**src/rtl/jtframe_tilescan_pkg.sv**
```systemverilog
// Shared jtframe video definitions for the tile scan engine: FSM states,
// tile geometry and the 4bpp nibble ordering of a ROM tile row.
package jtframe_tilescan_pkg;

    typedef enum logic [1:0] {
        ST_IDLE    = 2'd0,
        ST_MAPWAIT = 2'd1,
        ST_ROMREQ  = 2'd2,
        ST_ROMWAIT = 2'd3
    } tilescan_st_t;

    localparam int TILE_PXL  = 8;
    localparam int TILE_ROWS = 8;

    // Pixel 0 of a tile row lives in bits 31:28 of the ROM word.
    localparam bit NIBBLE_MSB_FIRST = 1'b1;

    function automatic logic [3:0] tile_nibble(input logic [31:0] row,
                                               input logic [2:0]  idx);
        logic [4:0] base;
        base = NIBBLE_MSB_FIRST ? {~idx, 2'b00} : {idx, 2'b00};
        return row[base +: 4];
    endfunction

endpackage

```
**src/rtl/jtframe_tilescan_cache.sv**
```systemverilog
// One-row tile cache: request key, palette/flip/row data, hit flag and pixel mux.
// JTFRAME_TILESCAN_FLIP_EN adds the horizontal flip register and i_flip port.
module jtframe_tilescan_cache
    import jtframe_tilescan_pkg::*;
#(
    parameter int HKW  = 5,
    parameter int KW   = 13,
    parameter int PALW = 4,
    parameter int PW   = PALW + 4
) (
    input  logic            clk,
    input  logic            rst_n,
    input  logic [KW-1:0]   i_key,
    input  logic            i_key_ld,
    input  logic [PALW-1:0] i_pal,
`ifdef JTFRAME_TILESCAN_FLIP_EN
    input  logic            i_flip,
`endif
    input  logic            i_meta_ld,
    input  logic [31:0]     i_data,
    input  logic            i_data_ld,
    input  logic [2:0]      i_idx,
    output logic            o_hit,
    output logic [2:0]      o_row,
    output logic [PW-1:0]   o_pxl
);

    logic [KW-1:0]   r_key;
    logic            r_valid;
    logic [PALW-1:0] r_pal;
    logic [31:0]     r_data;
    logic [2:0]      w_idx;
`ifdef JTFRAME_TILESCAN_FLIP_EN
    logic            r_flip;
`endif

    always_ff @(posedge clk or negedge rst_n) begin
        if (!rst_n) begin
            r_key   <= '0;
            r_valid <= 1'b0;
            r_pal   <= '0;
            r_data  <= '0;
`ifdef JTFRAME_TILESCAN_FLIP_EN
            r_flip  <= 1'b0;
`endif
        end else begin
            // A new key always invalidates the row until its data lands.
            if (i_key_ld) begin
                r_key   <= i_key;
                r_valid <= 1'b0;
            end else if (i_data_ld) begin
                r_valid <= 1'b1;
            end
            if (i_meta_ld) begin
                r_pal  <= i_pal;
`ifdef JTFRAME_TILESCAN_FLIP_EN
                r_flip <= i_flip;
`endif
            end
            if (i_data_ld) begin
                r_data <= i_data;
            end
        end
    end

`ifdef JTFRAME_TILESCAN_FLIP_EN
    assign w_idx = r_flip ? ~i_idx : i_idx;
`else
    assign w_idx = i_idx;
`endif

    assign o_hit = r_valid && (r_key == i_key);
    assign o_row = r_key[HKW +: 3];
    assign o_pxl = {r_pal, tile_nibble(r_data, w_idx)};

endmodule

```
**src/rtl/jtframe_tilescan.sv**
```systemverilog
// Tile-map scan engine: answers (hscan, vscan) pixel requests from a cached
// tile row, refilling it via the tile map RAM and SDRAM ROM port on a miss.
// JTFRAME_TILESCAN_FLIP_EN widens map_data by an hflip MSB.
module jtframe_tilescan
    import jtframe_tilescan_pkg::*;
#(
    parameter int HW    = 8,
    parameter int VW    = 8,
    parameter int PALW  = 4,
    parameter int CODEW = 10,
    parameter int PW    = PALW + 4,
    parameter int MAPAW = (HW - 3) + (VW - 3),
    parameter int ROMAW = CODEW + 3
) (
    input  logic             clk,
    input  logic             rst_n,
    input  logic [HW-1:0]    hscan,
    input  logic [VW-1:0]    vscan,
    output logic [PW-1:0]    pxl_data,
    output logic             pxl_ok,
    output logic [MAPAW-1:0] map_addr,
`ifdef JTFRAME_TILESCAN_FLIP_EN
    input  logic [CODEW+PALW:0]   map_data,
`else
    input  logic [CODEW+PALW-1:0] map_data,
`endif
    output logic [ROMAW-1:0] rom_addr,
    output logic             rom_cs,
    input  logic             rom_ok,
    input  logic [31:0]      rom_data
);

    localparam int PXB  = $clog2(TILE_PXL);
    localparam int ROWB = $clog2(TILE_ROWS);
    localparam int HKW  = HW - PXB;
    localparam int KW   = VW + HKW;

    tilescan_st_t r_st, w_st_nx;

    logic [KW-1:0] w_key_live;
    logic          w_hit;
    logic [2:0]    w_row;
    logic          w_key_ld;
    logic          w_meta_ld;
    logic          w_data_ld;

    assign w_key_live = {vscan, hscan[HW-1:PXB]};

    jtframe_tilescan_cache #(
        .HKW  (HKW),
        .KW   (KW),
        .PALW (PALW),
        .PW   (PW)
    ) u_cache (
        .clk       (clk),
        .rst_n     (rst_n),
        .i_key     (w_key_live),
        .i_key_ld  (w_key_ld),
        .i_pal     (map_data[CODEW +: PALW]),
`ifdef JTFRAME_TILESCAN_FLIP_EN
        .i_flip    (map_data[CODEW+PALW]),
`endif
        .i_meta_ld (w_meta_ld),
        .i_data    (rom_data),
        .i_data_ld (w_data_ld),
        .i_idx     (hscan[PXB-1:0]),
        .o_hit     (w_hit),
        .o_row     (w_row),
        .o_pxl     (pxl_data)
    );

    // Hits only count while no refill is in flight, so a stale row never shows.
    assign pxl_ok = w_hit && (r_st == ST_IDLE);

    always_ff @(posedge clk or negedge rst_n) begin
        if (!rst_n) begin
            r_st <= ST_IDLE;
        end else begin
            r_st <= w_st_nx;
        end
    end

    always_comb begin
        w_st_nx   = r_st;
        w_key_ld  = 1'b0;
        w_meta_ld = 1'b0;
        w_data_ld = 1'b0;
        case (r_st)
            ST_IDLE: begin
                if (!w_hit) begin
                    w_key_ld = 1'b1;
                    w_st_nx  = ST_MAPWAIT;
                end
            end
            ST_MAPWAIT: begin
                w_meta_ld = 1'b1;
                w_st_nx   = ST_ROMREQ;
            end
            // rom_ok here may still belong to the previous address.
            ST_ROMREQ: begin
                w_st_nx = ST_ROMWAIT;
            end
            ST_ROMWAIT: begin
                if (rom_ok) begin
                    w_data_ld = 1'b1;
                    w_st_nx   = ST_IDLE;
                end
            end
            default: begin
                w_st_nx = ST_IDLE;
            end
        endcase
    end

    always_ff @(posedge clk or negedge rst_n) begin
        if (!rst_n) begin
            map_addr <= '0;
            rom_addr <= '0;
            rom_cs   <= 1'b0;
        end else begin
            if (w_key_ld) begin
                map_addr <= {vscan[VW-1:ROWB], hscan[HW-1:PXB]};
            end
            // The row comes from the captured key, not the live vscan.
            if (w_meta_ld) begin
                rom_addr <= {map_data[CODEW-1:0], w_row};
                rom_cs   <= 1'b1;
            end else if (w_data_ld) begin
                rom_cs   <= 1'b0;
            end
        end
    end

endmodule
```
**config.mk**
```make
export PLATFORM = sky130hd
export DESIGN_NAME = jtframe_tilescan
export DESIGN_NICKNAME = d
export VERILOG_FILES = /design/src/rtl/jtframe_tilescan_pkg.sv /design/src/rtl/jtframe_tilescan_cache.sv /design/src/rtl/jtframe_tilescan.sv
export SDC_FILE = /design/constraint.sdc
export NUM_CORES = 1
export LEC_CHECK = 0
export ABC_AREA = 1
export CORE_MARGIN = 2
export CORE_UTILIZATION = 45
export CTS_CLUSTER_DIAMETER = 30
export DETAILED_ROUTE_END_ITERATION = 8
export HOLD_SLACK_MARGIN = 0.02
export PLACE_DENSITY = 0.86
export SKIP_LAST_GASP = 1
export SLEW_MARGIN = 20
export SYNTH_ARGS = -nofsm -noshare
export SYNTH_HDL_FRONTEND = slang
export SYNTH_SLANG_ARGS = --single-unit
```
**constraint.sdc**
```tcl
create_clock -name clk -period 3.24 [get_ports clk]
set_input_delay 0.648 -clock clk [delete_from_list [all_inputs] [get_ports clk]]
set_output_delay 0.648 -clock clk [all_outputs]
set_load 0.1 [all_outputs]
```
==> reports/summary.txt, run 1 <==
Data required, critical path = 2590 ps
Most common cell in the synthesized netlist = nand2_1
Setup violators final = 0
Clock Path Buffers = 2
Slew at the pin closest to its max-slew limit = 626.7 ps
CTS-repair resized insts = 0
PwrDens = 1138 mW/mm^2
Status = finished, final reports clean
DP HPWL = 5.651 mm
Diode count = 0
Post-layout instance area = 0.004412 mm^2
Switching Share = 53.28%
Clock latency on the worst-skew pair = 330 ps
Chip height = 87.94 um
Antenna violation net count after detailed routing = 0
Max-cap violations = 0
Final WS setup = 418.8 ps
Final Hold Viols = 0
Clk pwr share = 15.0%
Top cell type's share of synthesized area = 52.09%
VDD IR max = 0.0009020 V
Routability cong. = 0.8881
Number of synthesized register bits = 66
Period utilisation layout = 87.08%
Net Switching = 2.674 mW
Dominant synthesized flop cell = dfrtp_1
Gr ovfl total = 0
Fill cells = 597
Crit-path max FO = 16
Syn Inst Count = 422
Tot Pwr = 5.019 mW
Reg clk slew, reported paths = 70 ps
Post-CTS Setup Inserts = 0
CP Launch Type = input pin
# hold bufs at CTS = 0
DP Area = 0.004195 mm^2
Worst Path Arrival = 2170 ps
Period minus WS final = 2821 ps
Row count = 30
Clock Sinks = 66
DIE WIDTH = 87.94 um
Post-DR wirelength/cell = 12.15 um
Hold_ws = 327.2 ps
Vias in the first global route = 2816
Cell Int Power = 2.345 mW
Post-Route WL = 7.547 mm
Post-synth cell types = 20
HP Class = in2async
Clk root buf = clkbuf_8
Largest area contributor in the netlist = dfrtp_1
IO buf count = 97
Vias = 2922
Initial Util = 46.67%
Area of the multi-input gates = 0.001313 mm^2
Metal1 wirelength = 3.447 mm
Share of cells above drive strength 1 = 12.00%
Met3 WL = 411 um
Global-route wire length before repair = 12.54 mm
Sequential share of power = 29.9%
Combinational share of power = 55.1%
Drt drc = 0
CTS tree = yes
Worst slew margin = 58.22%
Leak Pwr = 2.333 nW
CP Class = in2out
Max H-tree Level = 3
EDFF count, synth = 0
Async SR Flop Fraction = 100.0%
Largest net degree at the start of global routing = 34
Mean Syn Cell Area = 7.513 um^2
DR iter-0 viols = 117
Pre-antenna DRT Iters = 4
Core Area = 0.006794 mm^2
Ys Warns = 0
Post-Syn Nets = 491
Cts bufs inserted = 9
Area grow syn2layout = 39.15%
Total GRT Usage = 20.87%
Non-filler cells, final = 621
Unrepaired setup endpoints after global routing = false
Fmax = 354.5 MHz
Synth cell count leaders = nand2_1, dfrtp_1, nor2_1
Setup Skew = 10.07 ps
Worst slack, placed = 434.9 ps
Sequential area share after synthesis = 52.09%
Dpl cells = 605
Initial antenna violation count = 0
Vias per inst = 4.705
Synth top area cells = dfrtp_1, nand2_1, nor2_1
IO Count = 98
Post-route setup TNS = 0 ps
Netlist Area Pre-Place = 0.003171 mm^2
Final #Nets = 589
Max Slew Vio Count = 0
DR WL met2 = 3.582 mm
Uppermost layer routed = met4
Seq. cell area = 0.001652 mm^2
Fin util = 64.94%
Crit. End Element = output port
Die area = 0.007733 mm^2
[sequential cells by signal, summed over array words and instances, names as in the netlist]
name             flops
u_cache.r_valid      1
u_cache.r_key        4
map_addr             9
u_cache.r_data      32
u_cache.r_pal        4
r_st                 2
rom_cs               1
rom_addr            13
[cells by family (layout without fill, tap and decap cells)]
group                    count (synthesis)  in the layout  share of synthesized area, %
AND/OR/NAND/NOR                        269            269                         33.11
flip-flops                              66             66                         52.09
buffers and inverters                   49            152                         6.590
AO/OA/AOI/OAI                           34             34                         6.630
adder cells (fa/ha/maj)                  4              4                         1.579
[area by class of cell]
class / instances / area share, %
Clock buffer: 9 / 2.808
Clock inverter: 7 / 2.099
Inverter: 34 / 2.893
Multi-Input combinational cell: 307 / 29.75
Sequential cell: 66 / 37.44
Tap cell: 96 / 2.723
Timing Repair Buffer: 102 / 22.29
[worst max-delay path, cell delays in order]
cell	delay, ps
clkdlybuf4s50_1	420
inv_1	340
nor2_1	80
o32ai_1	250
nand2_1	110
nand2_1	140
buf_12	180
[cells in the final DEF, fill, tap and decap left out, types with 2 or more instances in the layout]
master / n
nor3_1: 2
clkdlybuf4s50_1: 63
nand2_1: 216
inv_1: 34
nand3_1: 5
ha_1: 4
o21ai_0: 23
clkbuf_8: 9
nand4_1: 4
nor2_2: 3
o21ai_2: 2
clkinv_2: 3
nor2_1: 35
buf_4: 33
bufinv_16: 2
dfrtp_1: 66
o32ai_1: 8
buf_12: 5
[routing by layer]
| metal | vias up | track usage, % |
|---|---|---|
| met2 | 90 | 32.85 |
| li1 | 1495 | - |
| met3 | 11 | 5.372 |
| met1 | 1326 | 27.97 |
| met4 | 0 | 7.692 |
| met5 | - | 0 |
[power by group through the flow]
stage                     clock (mW)  sequential [mW]  combinational, mW
after floorplan                    0             2.65              0.963
after global placement             0             1.49               2.72
after detailed placement           0             1.49               2.79
after CTS                      0.771             1.49               2.79
after global routing           0.807             1.54               2.97
final                          0.754             1.50               2.77
[worst paths after layout]
path / from / endpoint / slack [ps] / cells after the start
hold / removal: rst_n / u_cache.r_pal[0] / 330 / 1
hold reg to reg: rom_addr[4] / rom_addr[4] / 480 / 2
setup / recovery: hscan[0] / pxl_data[3] / 420 / 7
min in group clk: rom_addr[4] / rom_addr[4] / 480 / 2
setup reg to reg: r_st[1] / rom_addr[0] / 1480 / 5
max in group asynchronous: rst_n / u_cache.r_data[11] / 2140 / 2
(Power assumes the default switching activity.)
==> inputs of run 2 (changes only) <==
--- a/config.mk
+++ b/config.mk
@@ -6,6 +6,7 @@
 export NUM_CORES = 1
 export LEC_CHECK = 0
 export ABC_AREA = 1
+export CAP_MARGIN = 10
 export CORE_MARGIN = 2
 export CORE_UTILIZATION = 45
 export CTS_CLUSTER_DIAMETER = 30
==> results of run 2 <==
No change in the layout: final DEF, timing and power equal those of run 1.
==> inputs of run 3 (changes only) <==
--- a/config.mk
+++ b/config.mk
@@ -13,6 +13,7 @@
 export DETAILED_ROUTE_END_ITERATION = 8
 export HOLD_SLACK_MARGIN = 0.02
 export PLACE_DENSITY = 0.86
+export RECOVER_POWER = 25
 export SKIP_LAST_GASP = 1
 export SLEW_MARGIN = 20
 export SYNTH_ARGS = -nofsm -noshare
==> reports/summary.txt, run 3 (synthesis results as in run 1) <==
Critical path origin = hscan[0]
Max Slew Vio Count = 30 (+30)
Commonest non-fill, non-tap cell in the layout = nand2_1
Gr ovfl total = 0 (unchanged)
Max-cap violations = 1 (+1)
VDD IR max = 0.0009020 V (about the same)
R2r startpoint = r_st[1]
Failing checks = max-capacitance violations, max-slew violations
Setup violators final = 0 (unchanged)
IO buf count = 97 (unchanged)
Final Hold Viols = 0 (unchanged)
Drt drc = 0 (unchanged)
Row count = 30 (unchanged)
CP Class = in2out
Setup Skew = 10.07 ps (-0.005800 ps)
Fmax = 354.6 MHz (about the same)
Crit. End Element = output port
Critical path destination = pxl_data[3]
Max H-tree Level = 3 (unchanged)
Chip height = 87.94 um (unchanged)
Post-CTS Setup Inserts = 0 (unchanged)
HP Class = reg2reg
CP Launch Type = input pin
DP Area = 0.004195 mm^2 (unchanged)
Worst Path Arrival = 2170 ps (about the same)
PwrDens = 1139 mW/mm^2 (+0.13%)
Clock latency on the worst-skew pair = 330 ps (about the same)
IO Count = 98 (unchanged)
Crit-path max FO = 16 (unchanged)
DR iter-0 viols = 124 (+6.0%)
CTS-repair resized insts = 0 (unchanged)
Slew at the pin closest to its max-slew limit = 1524 ps (+897.2 ps)
Global-route wire length before repair = 12.54 mm (unchanged)
Worst slew margin = -1.587% (-60 points)
Post-DR wirelength/cell = 12.17 um (+0.15%)
Period utilisation layout = 87.03% (about the same)
Pre-antenna DRT Iters = 4 (unchanged)
Clock Path Buffers = 2 (unchanged)
Core Area = 0.006794 mm^2 (unchanged)
Reg2reg path depth = 5 (unchanged)
Leak Pwr = 2.325 nW (-0.30%)
Period minus WS final = 2820 ps (-1.511 ps)
Clk root buf = clkbuf_8
DP HPWL = 5.651 mm (unchanged)
Flip-flop count of the largest register after layout = 32 (unchanged)
Reg-to-reg endpoint = rom_addr[2]
# hold bufs at CTS = 0 (unchanged)
Area grow syn2layout = 38.91%
Largest Register = u_cache.r_data
Unrepaired setup endpoints after global routing = false
Tot Pwr = 5.017 mW (about the same)
Final #Nets = 589 (unchanged)
Clock Sinks = 66 (unchanged)
Commonest cells after routing, fill and taps aside = nand2_1, dfrtp_1, clkdlybuf4s50_1
Initial Util = 46.67% (unchanged)
Post-Route WL = 7.558 mm (+0.15%)
Share of cells above drive strength 1 = 11.62% (-0.38 points)
Vias in the first global route = 2816 (unchanged)
Fill cells = 599 (+0.34%)
Reg2reg setup slack = 1470 ps (about the same)
CTS tree = yes
Largest net degree at the start of global routing = 34 (unchanged)
Reg clk slew, reported paths = 70 ps (about the same)
Antenna violation net count after detailed routing = 0 (unchanged)
Post-layout instance area = 0.004404 mm^2 (-0.17%)
DIE WIDTH = 87.94 um (unchanged)
Largest regs = u_cache.r_data (32), rom_addr (13), map_addr (9)
Status = complete, but fails checks
Post-route setup TNS = 0 ps (unchanged)
Cts bufs inserted = 9 (unchanged)
Die area = 0.007733 mm^2 (unchanged)
Vias per inst = 4.692 (-0.27%)
Total GRT Usage = 20.87% (unchanged)
Routability cong. = 0.8881 (unchanged)
Diode count = 0 (unchanged)
Initial antenna violation count = 0 (unchanged)
Vias = 2914 (-0.27%)
Data required, critical path = 2590 ps (about the same)
==> run 3: cell count changes in the layout (fill, tap and decap cells not counted) <==
| cell | delta |
|---|---|
| clkbuf_1 | +2 |
| buf_4 | -2 |
| clkbuf_2 | +1 |
| buf_2 | -1 |
==> run 3: critical path, cell delays in order <==
cell             delay (ps)
clkdlybuf4s50_1         420
inv_1                   340
nor2_1                   80
o32ai_1                 240
nand2_1                 110
nand2_1                 140
buf_12                  180
==> run 3: how the worst min path moves through the flow <==
stage | from | to | depth (start not counted)
2_1_floorplan | rst_n | map_addr[0] | 0
3_3_place_gp | rom_addr[4] | rom_addr[4] | 2
3_5_place_dp | rom_cs | rom_cs | 2
4_1_cts | rst_n | rom_addr[5] | 1
5_1_grt | u_cache.r_data[3] | u_cache.r_data[3] | 2
6_report | rom_addr[4] | rom_addr[4] | 2
==> run 3: area by class of cell <==
class | count | area [um^2] | area share, %
clock buffers | 9 | 123.9 | 2.813
multi-input cells | 307 | 1313 | 29.80
flip-flops and latches | 66 | 1652 | 37.50
inverters | 34 | 127.6 | 2.898
repair buffers | 102 | 975.9 | 22.16
clock inverters | 7 | 92.59 | 2.102
well taps | 96 | 120.1 | 2.727
==> run 3: routing by layer <==
| layer | up-vias | track usage (%) | share of wire (%) |
|---|---|---|---|
| met1 | 1325 | 27.97 | 47 |
| met3 | 11 | 5.372 | 5.2 |
| li1 | 1494 | - | - |
| met4 | 0 | 7.692 | 1.4 |
| met5 | - | 0 | 0 |
| met2 | 84 | 32.85 | 47 |
==> run 3: power breakdown <==
| part | internal, mW | switching (mW) | total [mW] |
|---|---|---|---|
| registers | 1.22 | 0.278 | 1.50 |
| logic | 0.693 | 2.07 | 2.77 |
| clock network | 0.433 | 0.321 | 0.755 |
| total | 2.34 | 2.67 | 5.02 |
==> run 3: metrics by stage <==
step                      hold slack [ps]  utilization (%)  instances  setup slack (ps)
after detailed placement            464.8            61.75        605             434.9
after global routing                510.1            64.83        621             309.7
final                               477.8            64.83        621             420.3
after global placement              456.0            61.75        605             497.0
after CTS                           350.4            64.94        621             423.6
after floorplan                     352.4                -        422             226.5
